File: src/rtl/alu_arbiter.sv
// alu_arbiter: shares one combinational ALU between two requesters.
//   - Arbitration: round-robin (FIXED_PRIORITY=0) or requester 0 wins (=1).
//   - The granted request drives alu_* in the same cycle. The ALU result is
//     captured on that edge into a one-deep response slot per requester.
//   - A slot can drain and refill on the same edge, so throughput is one op
//     per cycle. A slot that is full and not being drained blocks only its
//     own requester.
// Ports:
//   clk, rst_n                         clock, async active-low reset
//   reqN_valid/ready, reqN_<fields>    operation request, N in {0,1}
//   respN_valid/ready/result/error     held ALU result per requester
//   alu_* (out), alu_result/error (in) shared combinational ALU
//   error_count                        saturating count of erroring grants

module alu_arbiter_slot (
  input  logic        clk,
  input  logic        rst_n,
  input  logic        load,
  input  logic        drain,
  input  logic [31:0] din_result,
  input  logic        din_error,
  output logic        valid,
  output logic [31:0] result,
  output logic        error
);
  // A load on the same edge as a drain wins: the slot stays valid and
  // takes the new data.
  always_ff @(posedge clk or negedge rst_n) begin
    if (!rst_n) begin
      valid  <= 1'b0;
      result <= '0;
      error  <= 1'b0;
    end else if (load) begin
      valid  <= 1'b1;
      result <= din_result;
      error  <= din_error;
    end else if (drain) begin
      valid  <= 1'b0;
    end
  end
endmodule

module alu_arbiter #(
  parameter int FIXED_PRIORITY = 0
) (
  input  logic        clk,
  input  logic        rst_n,
  input  logic        req0_valid,
  output logic        req0_ready,
  input  logic [6:0]  req0_opcode,
  input  logic [2:0]  req0_funct3,
  input  logic [6:0]  req0_funct7,
  input  logic [31:0] req0_rs1,
  input  logic [31:0] req0_rs2,
  input  logic [31:0] req0_imm,
  input  logic        req1_valid,
  output logic        req1_ready,
  input  logic [6:0]  req1_opcode,
  input  logic [2:0]  req1_funct3,
  input  logic [6:0]  req1_funct7,
  input  logic [31:0] req1_rs1,
  input  logic [31:0] req1_rs2,
  input  logic [31:0] req1_imm,
  output logic        resp0_valid,
  input  logic        resp0_ready,
  output logic [31:0] resp0_result,
  output logic        resp0_error,
  output logic        resp1_valid,
  input  logic        resp1_ready,
  output logic [31:0] resp1_result,
  output logic        resp1_error,
  output logic [6:0]  alu_opcode,
  output logic [2:0]  alu_funct3,
  output logic [6:0]  alu_funct7,
  output logic [31:0] alu_rs1_value,
  output logic [31:0] alu_rs2_value,
  output logic [31:0] alu_imm,
  input  logic [31:0] alu_result,
  input  logic        alu_error,
  output logic [7:0]  error_count
);
  typedef struct packed {
    logic [6:0]  opcode;
    logic [2:0]  funct3;
    logic [6:0]  funct7;
    logic [31:0] rs1;
    logic [31:0] rs2;
    logic [31:0] imm;
  } alu_req_t;

  alu_req_t [1:0]        req;
  alu_req_t              alu_sel;
  logic [1:0]            req_valid, resp_ready, slot_valid, slot_error;
  logic [1:0][31:0]      slot_result;
  logic [1:0]            elig, grant;
  logic                  rr_ptr;

  assign req[0]     = '{req0_opcode, req0_funct3, req0_funct7, req0_rs1, req0_rs2, req0_imm};
  assign req[1]     = '{req1_opcode, req1_funct3, req1_funct7, req1_rs1, req1_rs2, req1_imm};
  assign req_valid  = {req1_valid, req0_valid};
  assign resp_ready = {resp1_ready, resp0_ready};

  // A full slot is still eligible when it drains this cycle. The rst_n term
  // keeps ready and the ALU bus quiet while reset is held.
  assign elig = req_valid & (~slot_valid | resp_ready) & {2{rst_n}};

  always_comb begin
    grant = elig;
    if (&elig) begin
      if (FIXED_PRIORITY != 0 || !rr_ptr) grant = 2'b01;
      else                                grant = 2'b10;
    end
  end

  assign req0_ready = grant[0];
  assign req1_ready = grant[1];

  always_comb begin
    alu_sel = '0;
    if (grant[0])      alu_sel = req[0];
    else if (grant[1]) alu_sel = req[1];
  end

  assign alu_opcode    = alu_sel.opcode;
  assign alu_funct3    = alu_sel.funct3;
  assign alu_funct7    = alu_sel.funct7;
  assign alu_rs1_value = alu_sel.rs1;
  assign alu_rs2_value = alu_sel.rs2;
  assign alu_imm       = alu_sel.imm;

  // The pointer moves to the loser on every grant: granting 0 points at 1.
  always_ff @(posedge clk or negedge rst_n) begin
    if (!rst_n) begin
      rr_ptr      <= 1'b0;
      error_count <= '0;
    end else if (|grant) begin
      rr_ptr <= grant[0];
      if (alu_error && error_count != 8'hFF) error_count <= error_count + 8'd1;
    end
  end

  for (genvar n = 0; n < 2; n++) begin : g_slot
    alu_arbiter_slot u_slot (
      .clk        (clk),
      .rst_n      (rst_n),
      .load       (grant[n]),
      .drain      (slot_valid[n] & resp_ready[n]),
      .din_result (alu_result),
      .din_error  (alu_error),
      .valid      (slot_valid[n]),
      .result     (slot_result[n]),
      .error      (slot_error[n])
    );
  end

  assign resp0_valid  = slot_valid[0];
  assign resp1_valid  = slot_valid[1];
  assign resp0_result = slot_result[0];
  assign resp1_result = slot_result[1];
  assign resp0_error  = slot_error[0];
  assign resp1_error  = slot_error[1];
endmodule

File: config.mk
export PLATFORM = sky130hd
export DESIGN_NAME = alu_arbiter
export DESIGN_NICKNAME = d
export VERILOG_FILES = /design/src/rtl/alu_arbiter.sv
export SDC_FILE = /design/constraint.sdc
export NUM_CORES = 1
export LEC_CHECK = 0
export ABC_AREA = 1
export CORE_AREA = 3 3 175 177
export DETAILED_ROUTE_END_ITERATION = 12
export DIE_AREA = 0 0 178 180
export GPL_ROUTABILITY_DRIVEN = 1
export PLACE_DENSITY_LB_ADDON = 0.1
export REMOVE_ABC_BUFFERS = 1
export SETUP_SLACK_MARGIN = 0.02
export SLEW_MARGIN = 20
export SYNTH_ARGS = -nofsm -noshare
export SYNTH_HDL_FRONTEND = slang
export SYNTH_HIERARCHICAL = 1
export SYNTH_SLANG_ARGS = --single-unit
File: constraint.sdc
create_clock -name clk -period 2.5 [get_ports clk]
set_input_delay 0.5 -clock clk [delete_from_list [all_inputs] [get_ports clk]]
set_output_delay 0.5 -clock clk [all_outputs]
set_load 0.005 [all_outputs]
# Word-level counts from Yosys, hierarchy flattened
# Cells that the tools add are included.
# W data, S select, Z words.
op_classes:
  add_sub_neg: 1
  n_eq_ne: 1
  n_mux: 8
  n_bitwise: 6
  reduce_logical: 6
op_table:
  columns: ["operator", "count"]
  rows:
  - ["$mux W113", 2]
  - ["$add A8 B1 Y8 const B", 1]
  - ["$ne A8 B8 Y1 const B", 1]
  - ["$and A2 B2 Y2", 2]
  - ["$mux W1", 4]
  - ["$mux W2", 2]
  - ["$reduce_and A2 Y1", 2]
  - ["$reduce_bool A2 Y1", 2]
  - ["$and A1 B1 Y1", 2]
  - ["$not A2 Y2", 1]
  - ["$or A2 B2 Y2", 1]
  - ["$reduce_or A2 Y1", 1]
  - ["$logic_and A1 B1 Y1", 1]
word_totals:
  reg_bits: 77
  in_bits: 265
  output_inout_bits: 191
  wordCells: 30

# Logic depth before layout (Yosys ltp)
# Gate-level depths: netlist of the first run.
depth:
  word_depth: 8
  ltp_mapped: 12
  depth_no_buf: 9

# By module
# The synthesis of the first run kept the hierarchy.
modules_own_cells:
  columns: ["mod", "n_inst", "cells_per_inst", "area_each_um2", "seq_area_each_um2"]
  rows:
  - ["alu_arbiter_slot", 2, 144, 1342.5, 850.8]
  - ["alu_arbiter", 1, 455, 2029.4, 225.2]

# Least setup slack after synthesis of the first run
# Ideal clock, no wire load.
synth_path:
  path_type: "input port to output port"
  from: "input req0_valid"
  to: "output alu_funct7[0]"
  t_arrival_ns: 1.249
  required_ns: 2.000
  path_slack_ns: 0.751
  path_stages: 9
  path_buffers: 2
  path_cell_list: "nand2_1 inv_1 nand2_1 o21ai_1 inv_2 buf_6 buf_4 nand2_1 nand2_1"
synth_between:
  elab_chain_len: 6
synth_lines:
  columns: ["element", "line", "text"]
  rows:
  - ["start, declared", "48", "input logic req0_valid,"]
  - ["$and A2 B2 Y2 * (2 in a row)", "105", "assign elig = req_valid & (~slot_valid | resp_ready) & {2{rst_n}};"]
  - ["$reduce_and A2 Y1", "109", "if (&elig) begin"]
  - ["$mux W2 *", "109", null]
  - ["$mux W113", "121", "else if (grant[1]) alu_sel = req[1];"]
  - ["$mux W113 *", "120", "if (grant[0]) alu_sel = req[0];"]
  - ["end, declared", "74", "output logic [6:0] alu_funct7,"]
# Every way passes the cells marked *; elsewhere a longest branch is shown, timed or not.

# Final worst setup path of the first run
layout_path:
  from: "input resp1_ready"
  to: "output alu_rs2_value[22]"
layout_between:
  elab_chain_len: 7
layout_lines:
  columns: ["element", "line", "text"]
  rows:
  - ["start, declared", "69", "input logic resp1_ready,"]
  - ["$or A2 B2 Y2 *", "105", null]
  - ["$and A2 B2 Y2 * (2 in a row)", "105", null]
  - ["$reduce_and A2 Y1", "109", null]
  - ["$mux W2 *", "109", null]
  - ["$mux W113", "121", null]
  - ["$mux W113 *", "120", null]
  - ["end, declared", "76", "output logic [31:0] alu_rs2_value,"]
# Marked as above.

==> flow_summary_export.csv, run 1 <==
group,metric,value,unit
setup_path,worstPathArrival,1.87,ns
clocking,clock_latency,0.34,ns
route,wire_per_inst,20.24,um
logic_synthesis,yosys_warnings,6,
final_layout,synthToLayoutAreaGrowth,127.6,%
final_layout,final_cell_area,0.01073,mm2
power,power.leakage,0.005447,uW
worst_hold_path,min_path_type,"primary input to asynchronous set/reset pin",
setup_path,crit_required,2.00,ns
setup_path,cpPeakStageDelay,0.27,ns
timing,min_period,2.369,ns
timing,report.final.slew_viol_count,0,
setup_path,critPathMaxFanout,7,
power,ir_drop,0.2545,mV
global_route,grt_pass1_vias,6848,
timing,fin_hold_ws,0.2285,ns
global_route,grt_max_degree,45,
die,die_w,178,um
route,first_pass_iters,4,
timing,worst_slack,0.1305,ns
logic_synthesis,ys_seq_area_share,40.87,%
route,ant_nets,0,
power,power_density,621.0,mW/mm2
logic_synthesis,synthMuxAreaShare,0,%
final_layout,drive_gt1_share,17.68,%
clocking,cts_tree,"built",
logic_synthesis,netlist_area,0.004715,mm2
clocking,clk_pin_slew,0.07,ns
logic_synthesis,synth_top_family_by_area,"simple AND/OR/NAND/NOR gates",
route,drt-total-wl,33.27,mm
setup_path,path_class,"primary input to output port",
clocking,cts_root_buf,"clkbuf_16",
place,post-dp-hpwl,26.67,mm
timing,fmax,422.0,MHz
place,io_buffers,455,
job,max_cap_violations,0,
die,ios,456,
final_layout,num-fill-cells,3107,
clocking,cts_buffers,9,
final_layout,fin_util,36.49,%
logic_synthesis,synth.avg_cell_area,6.345,um2
place,place_congestion,0.9008,
global_route,track_usage,20.53,%
clocking,cts_max_path_buffers,2,
logic_synthesis,synthCells,743,
final_layout,nNetsFinal,1505,
timing,finalSetupViolations,0,
timing,fin_skew,0.01060,ns
timing,finalHoldViolCount,0,
logic_synthesis,ys_types,19,
global_route,grt_pass1_wl,47.29,mm
place,place_worst_setup_slack,-0.5596,ns
logic_synthesis,yosys.area_share.xor_xnor,0.5573,%
setup_path,slowest_stage,"bufbuf_16",
setup_path,worstPathCellList,"clkdlybuf4s15_1 > inv_1 > a21oi_2 > nand2_1 > nand2_2 > inv_8 > buf_4 > bufbuf_16 > nand2_2 > nand2_1 > buf_2",
global_route,grt_overflow_total,0,
timing,rsz0062_at_grt,"true",
setup_path,setup.worst_path.end_class,"output port",
timing,slew_headroom,58.46,%
logic_synthesis,synth-simple-area-share,49.10,%
status,status,"finished, final reports clean",
die,core,0.02940,mm2
timing,tightest_slew,0.6231,ns
clocking,clock-sinks,77,
route,vias_per_cell,3.912,
route,drt_iter0_markers,253,
global_route,antenna_found_initial,10,
die,start_util,16.03,%
die,num_rows,63,
route,vias,6432,
clocking,htreeDepth,3,
setup_path,start_kind,"primary input",
die,dieArea,0.03204,mm2
place,placed_area,0.009906,mm2
logic_synthesis,synth_adder_area_share,0.2654,%
clocking,hold_buffers,0,
timing,finalSetupTns,0,ns
die,die_y,180,um
route,drcViolationCount,0,
logic_synthesis,ys_ff_latch,77,
logic_synthesis,synth-compound-area-share,0.5042,%
timing,fin_crit_sh,94.78,%
-- worst max-delay path: cells and delay by family --
kind / cells / cell delay [ns]
compound gates: 1 / 0.16
simple gates: 4 / 0.31
buf+inv: 6 / 0.88
-- what timing repair did --
item,in CTS,in global routing
pin swaps,9,7
buffers inserted,22,1
gates cloned,11,0
endpoints found under the setup margin,115,71
resized for setup,373,57
-- power by group --
group / internal (uW) / switching (uW)
Sequential: 1660 / 268
Combinational: 1920 / 1350
Clock: 901 / 564
-- cell families after synthesis --
logic type,Yosys count
AOI/OAI and AO/OA,4
xor gates and xnor gates,3
adders and majority gates,1
buffers and inverters,59
DFF,77
and+or+nand+nor,599
-- metrics by stage --
stage,power (uW),cells
2_1_floorplan,2749,705
3_3_place_gp,5100,1585
3_5_place_dp,5084,1585
4_1_cts,6777,1634
5_1_grt,7130,1644
6_report,6663,1644
-- cell usage after synthesis --
cell	instances	area (um2)
a21oi_2	1	8.760
buf_2	10	50.05
buf_4	15	112.6
buf_6	11	123.9
buf_8	2	30.03
dfrtp_1	77	1927
ha_1	1	12.51
inv_1	16	60.06
inv_2	3	11.26
inv_8	2	22.52
nand2_1	568	2132
nand2_2	18	112.6
nand3_1	3	15.01
nand3b_1	2	15.01
nand4_1	4	25.02
nor2_1	4	15.01
o21ai_0	2	10.01
o21ai_1	1	5.000
xor2_1	3	26.28
-- flip-flops by register name, summed over array words and instances, names as in the netlist --
register	flops
error_count	8
g_slot.u_slot/error	2
g_slot.u_slot/result	64
g_slot.u_slot/valid	2
rr_ptr	1
-- worst paths after layout --
| path | from | endpoint | depth (start not counted) | slack (ns) |
|---|---|---|---|---|
| max | resp1_ready | alu_rs2_value[22] | 11 | 0.13 |
| min | rst_n | g_slot[1].u_slot/result[5] | 2 | 0.23 |
| max reg2reg | g_slot[0].u_slot/valid | g_slot[1].u_slot/valid | 10 | 0.57 |
| min reg2reg | g_slot[0].u_slot/result[30] | g_slot[0].u_slot/result[30] | 2 | 0.47 |
| max in group asynchronous | rst_n | g_slot[0].u_slot/result[14] | 2 | 1.78 |
| min in group clk | g_slot[0].u_slot/result[30] | g_slot[0].u_slot/result[30] | 2 | 0.47 |
-- area by class of cell --
| type | count | area, um2 | area share, % |
|---|---|---|---|
| diodes | 10 | 25.02 | 0.2332 |
| clock buffers | 10 | 239.0 | 2.227 |
| clock inverters | 6 | 86.33 | 0.8047 |
| inverters | 21 | 103.9 | 0.9679 |
| multi-input cells | 607 | 2564 | 23.90 |
| flip-flops and latches | 77 | 1927 | 17.96 |
| well taps | 390 | 488.0 | 4.548 |
| repair buffers | 523 | 5296 | 49.36 |
-- cell usage in the layout (no fill, tap or decap), types with 11 or more instances in the layout --
cell / n
buf_2: 44
inv_1: 16
buf_4: 28
dfrtp_1: 77
clkdlybuf4s15_1: 34
buf_6: 11
dlygate4sd2_1: 15
nand2_4: 11
clkbuf_2: 18
nand2_1: 528
nand2_2: 45
clkdlybuf4s50_1: 335
buf_12: 21
-- layer usage --
layer / track usage [%] / up-vias / routed length (um)
li1: - / 3228 / -
met1: 23.47 / 2934 / 12800
met2: 34.93 / 240 / 16810
met3: 8.027 / 30 / 3100
met4: 6.598 / 0 / 560
met5: 0 / - / 0
Power figures use the tool's default switching activity.
==> run 2, diff against run 1 <==
--- a/config.mk
+++ b/config.mk
@@ -6,15 +6,15 @@
 export NUM_CORES = 1
 export LEC_CHECK = 0
 export ABC_AREA = 1
-export CORE_AREA = 3 3 175 177
+export CORE_AREA = 3 3 174 176
 export DETAILED_ROUTE_END_ITERATION = 12
-export DIE_AREA = 0 0 178 180
+export DIE_AREA = 0 0 177 179
 export GPL_ROUTABILITY_DRIVEN = 1
+export GPL_TIMING_DRIVEN = 0
 export PLACE_DENSITY_LB_ADDON = 0.1
 export REMOVE_ABC_BUFFERS = 1
 export SETUP_SLACK_MARGIN = 0.02
 export SLEW_MARGIN = 20
 export SYNTH_ARGS = -nofsm -noshare
 export SYNTH_HDL_FRONTEND = slang
-export SYNTH_HIERARCHICAL = 1
 export SYNTH_SLANG_ARGS = --single-unit
==> run 2 against run 1 <==
The run now ends with negative setup slack left. Sequential cell count is the same. Sequential power down 13%. Core utilization increased by 2.4 points. Wire length increased by 9.2%. Count of clock-buffer cells in the layout shrank 1. Hold slack lost 0.13 ns. Clock skew down 0.0026 ns. Final cell count is 2.0% lower. Synthesized area fell by 1.2%. Critical path depth did not move.
==> flow_summary_export.csv, run 2 <==
group,metric,value,unit
status,status,"finished, violations left",
status,violations,"negative setup slack",
setup_path,critPathMaxFanout,7,
final_layout,layout_commonest_cell,"clkdlybuf4s50_1",
logic_synthesis,ys_seq_area_share,41.35,%
global_route,grt_pass1_wl,48.87,mm
timing,fin_crit_sh,100.4,%
setup_path,worst_path_most_repeated_cell,"buf_6",
setup_path,crit_cells,11,
route,wire_per_inst,22.56,um
logic_synthesis,synth_commonest_cells,"338 x nand2_1, 116 x nand3_1, 77 x dfrtp_1",
setup_path,crit_required,2.00,ns
die,die_w,177,um
global_route,grt_overflow_total,0,
die,die_y,179,um
power,power_density,486.6,mW/mm2
global_route,antenna_found_initial,7,
route,drcViolationCount,0,
setup_path,worstPathCellList,"a21oi_4 > buf_12 > nand2_8 > nand2_8 > clkinv_16 > buf_16 > buf_6 > buf_6 > nand2_4 > nand2_4 > buf_6",
setup_path,start_kind,"flop",
setup_path,cpPeakStageDelay,0.41,ns
worst_hold_path,min_path_type,"primary input to asynchronous set/reset pin",
setup_path,startpoint,"g_slot[0].u_slot.valid",
route,drt-total-wl,36.35,mm
timing,fin_skew,0.007952,ns
power,power.leakage,0.005503,uW
route,vias_per_cell,4.157,
setup_path,path_class,"flop to output port",
route,drt_iter0_markers,380,
logic_synthesis,synth.most_common_cell,"nand2_1",
job,max_cap_violations,0,
place,placed_area,0.009682,mm2
timing,worst_slack,-0.01029,ns
final_layout,instances_no_fill,1611,
final_layout,largestRegisters,"g_slot.u_slot.result (64), error_count (8)",
die,num_rows,62,
global_route,grt_max_degree,35,
clocking,cts_tree,"built",
logic_synthesis,synth_top_area_share,41.35,%
timing,slew_headroom,69.87,%
final_layout,num-fill-cells,3049,
logic_synthesis,synth_ff_type,"dfrtp_1",
place,io_buffers,455,
logic_synthesis,synth_edf_count,0,
setup_path,r2r-end,"g_slot[0].u_slot.result[28]",
final_layout,nNetsFinal,1483,
logic_synthesis,ys_ff_latch,77,
final_layout,top_register,"g_slot.u_slot.result",
clocking,htreeDepth,3,
place,placed_cells,1512,
final_layout,largest_reg_flops,64,
route,ant_nets,0,
timing,finalSetupViolations,1,
timing,finalSetupTns,-0.01029,ns
timing,report.final.slew_viol_count,0,
timing,finalHoldViolCount,0,
clocking,clk_pin_slew,0.07,ns
timing,fmax,398.4,MHz
logic_synthesis,ys_types,18,
setup_path,worstPathArrival,2.01,ns
clocking,clock-sinks,77,
place,place_congestion,0.7675,
logic_synthesis,netlist_area,0.004659,mm2
logic_synthesis,yosysTopAreaCell,"dfrtp_1",
clocking,cts_root_buf,"clkbuf_16",
die,start_util,16.19,%
die,core,0.02878,mm2
final_layout,drive_gt1_share,22.50,%
route,vias,6697,
timing,rsz0062_at_grt,"true",
clocking,cts_buffers,9,
setup_path,critPathCapture,"alu_rs2_value[24]",
global_route,grt_pass1_vias,6731,
place,post-dp-hpwl,24.26,mm
setup_path,timing.rr.start,"g_slot[1].u_slot.valid",
timing,tightest_slew,0.4505,ns
clocking,clock_latency,0.34,ns
final_layout,final_cell_mix,"336 x clkdlybuf4s50_1, 274 x nand2_1, 111 x nand3_1",
clocking,cts_max_path_buffers,2,
die,ios,456,
setup_path,r2r_cells,8,
global_route,track_usage,21.40,%
power,ir_drop,0.2832,mV
logic_synthesis,synthArstFlopShare,100.0,%
logic_synthesis,synthCells,715,
timing,min_period,2.510,ns
setup_path,crit_family,"buffers and inverters",
logic_synthesis,yosys_warnings,0,
setup_path,cp_num_buf_inv,6,
die,dieArea,0.03168,mm2
setup_path,setup.worst_path.end_class,"output port",
final_layout,final_cell_area,0.01119,mm2
logic_synthesis,synth.area.top_cells,"dfrtp_1 41%, nand2_1 27%, nand3_1 12%",
setup_path,slowest_stage,"dfrtp_1",
setup_path,reg2reg_slack,0.79,ns
route,first_pass_iters,4,
logic_synthesis,synth.avg_cell_area,6.517,um2
final_layout,synthToLayoutAreaGrowth,140.2,%
## run 2: changes by cell type after synthesis, moves of 8 or more
| cell | delta |
|---|---|
| nand2_1 | -230 |
| nand3_1 | +113 |
| o21ai_0 | +53 |
| inv_1 | +30 |
| clkbuf_1 | +21 |
| nand2_2 | -16 |
| o21ai_1 | +13 |
| buf_2 | +11 |
| buf_6 | -11 |
| buf_4 | -8 |
## run 2: cell type report
class                      count  area, um2  area share [%]
timing repair buffer         534       5512           49.24
tap                          384      480.5           4.292
timing repair inverter         3      33.78          0.3018
sequential                    77       1927           17.21
clock inverter                 7      80.08          0.7154
clock buffer                   9      225.2           2.012
multi-input combinational    544       2711           24.22
inverter                      48      211.5           1.889
antenna                        5      12.51          0.1118
## run 2: layer usage
layer | share of wire (%) | wire length, um | vias to the layer above | global-route usage [%]
met2 | 49 | 17740 | 282 | 35.83
met4 | 1.3 | 487 | 0 | 4.714
li1 | - | - | 3292 | -
met1 | 40 | 14630 | 3101 | 27.02
met5 | 0 | 0 | - | 0
met3 | 9.6 | 3489 | 22 | 6.798
## run 2: per-stage QoR
stage	hold slack, ns	setup slack, ns	total power, uW	util (%)
after floorplan	0.2044	-1.773	2197	-
after global placement	0.4655	-8.604	3710	32.85
after detailed placement	0.4719	-2.277	3748	33.64
after CTS	0.07091	-0.1107	5461	38.54
after global routing	0.07644	-0.08794	5766	38.88
final	0.09363	-0.01029	5447	38.89
## run 2: kinds of logic after synthesis
group | share of synthesized area [%]
AOI/OAI and AO/OA | 7.761
xor gates and xnor gates | 0.5640
adders and majority gates | 0.2685
buffers and inverters | 9.050
DFF | 41.35
and+or+nand+nor | 41.00
## run 2: worst min path at each step
stage	to	slack (ns)	start	cells past startpoint
5_1_grt	g_slot[0].u_slot.result[23]	0.08	rst_n	1
3_3_place_gp	g_slot[0].u_slot.result[4]	0.47	g_slot[0].u_slot.result[4]	2
6_report	g_slot[1].u_slot.result[16]	0.09	rst_n	1
4_1_cts	g_slot[0].u_slot.error	0.07	rst_n	1
3_5_place_dp	g_slot[0].u_slot.result[22]	0.47	g_slot[0].u_slot.result[22]	2
2_1_floorplan	error_count[0]	0.20	rst_n	0
## run 2: repair_timing
item | 4_1_cts | 5_1_grt
setup endpoints to repair | 182 | 83
pin swaps | 16 | 18
cloned | 24 | 1
hold endpoints to repair | 9 | 0
setup buffers | 47 | 9
gates resized for setup | 324 | 219
hold buffers | 1 | 0
## run 2: report_power, final
group / leakage, uW / internal (uW) / switching (uW)
Combinational: 0.00439 / 1400 / 1000
Sequential: 0.000962 / 1490 / 171
Clock: 0.000149 / 790 / 588
==> run 3, diff against run 2 <==
--- a/config.mk
+++ b/config.mk
@@ -7,6 +7,7 @@
 export LEC_CHECK = 0
 export ABC_AREA = 1
 export CORE_AREA = 3 3 174 176
+export CTS_CLUSTER_DIAMETER = 60
 export DETAILED_ROUTE_END_ITERATION = 12
 export DIE_AREA = 0 0 177 179
 export GPL_ROUTABILITY_DRIVEN = 1
==> results of run 3 <==
The final DEF is identical to that of run 2; final timing and power are the same.
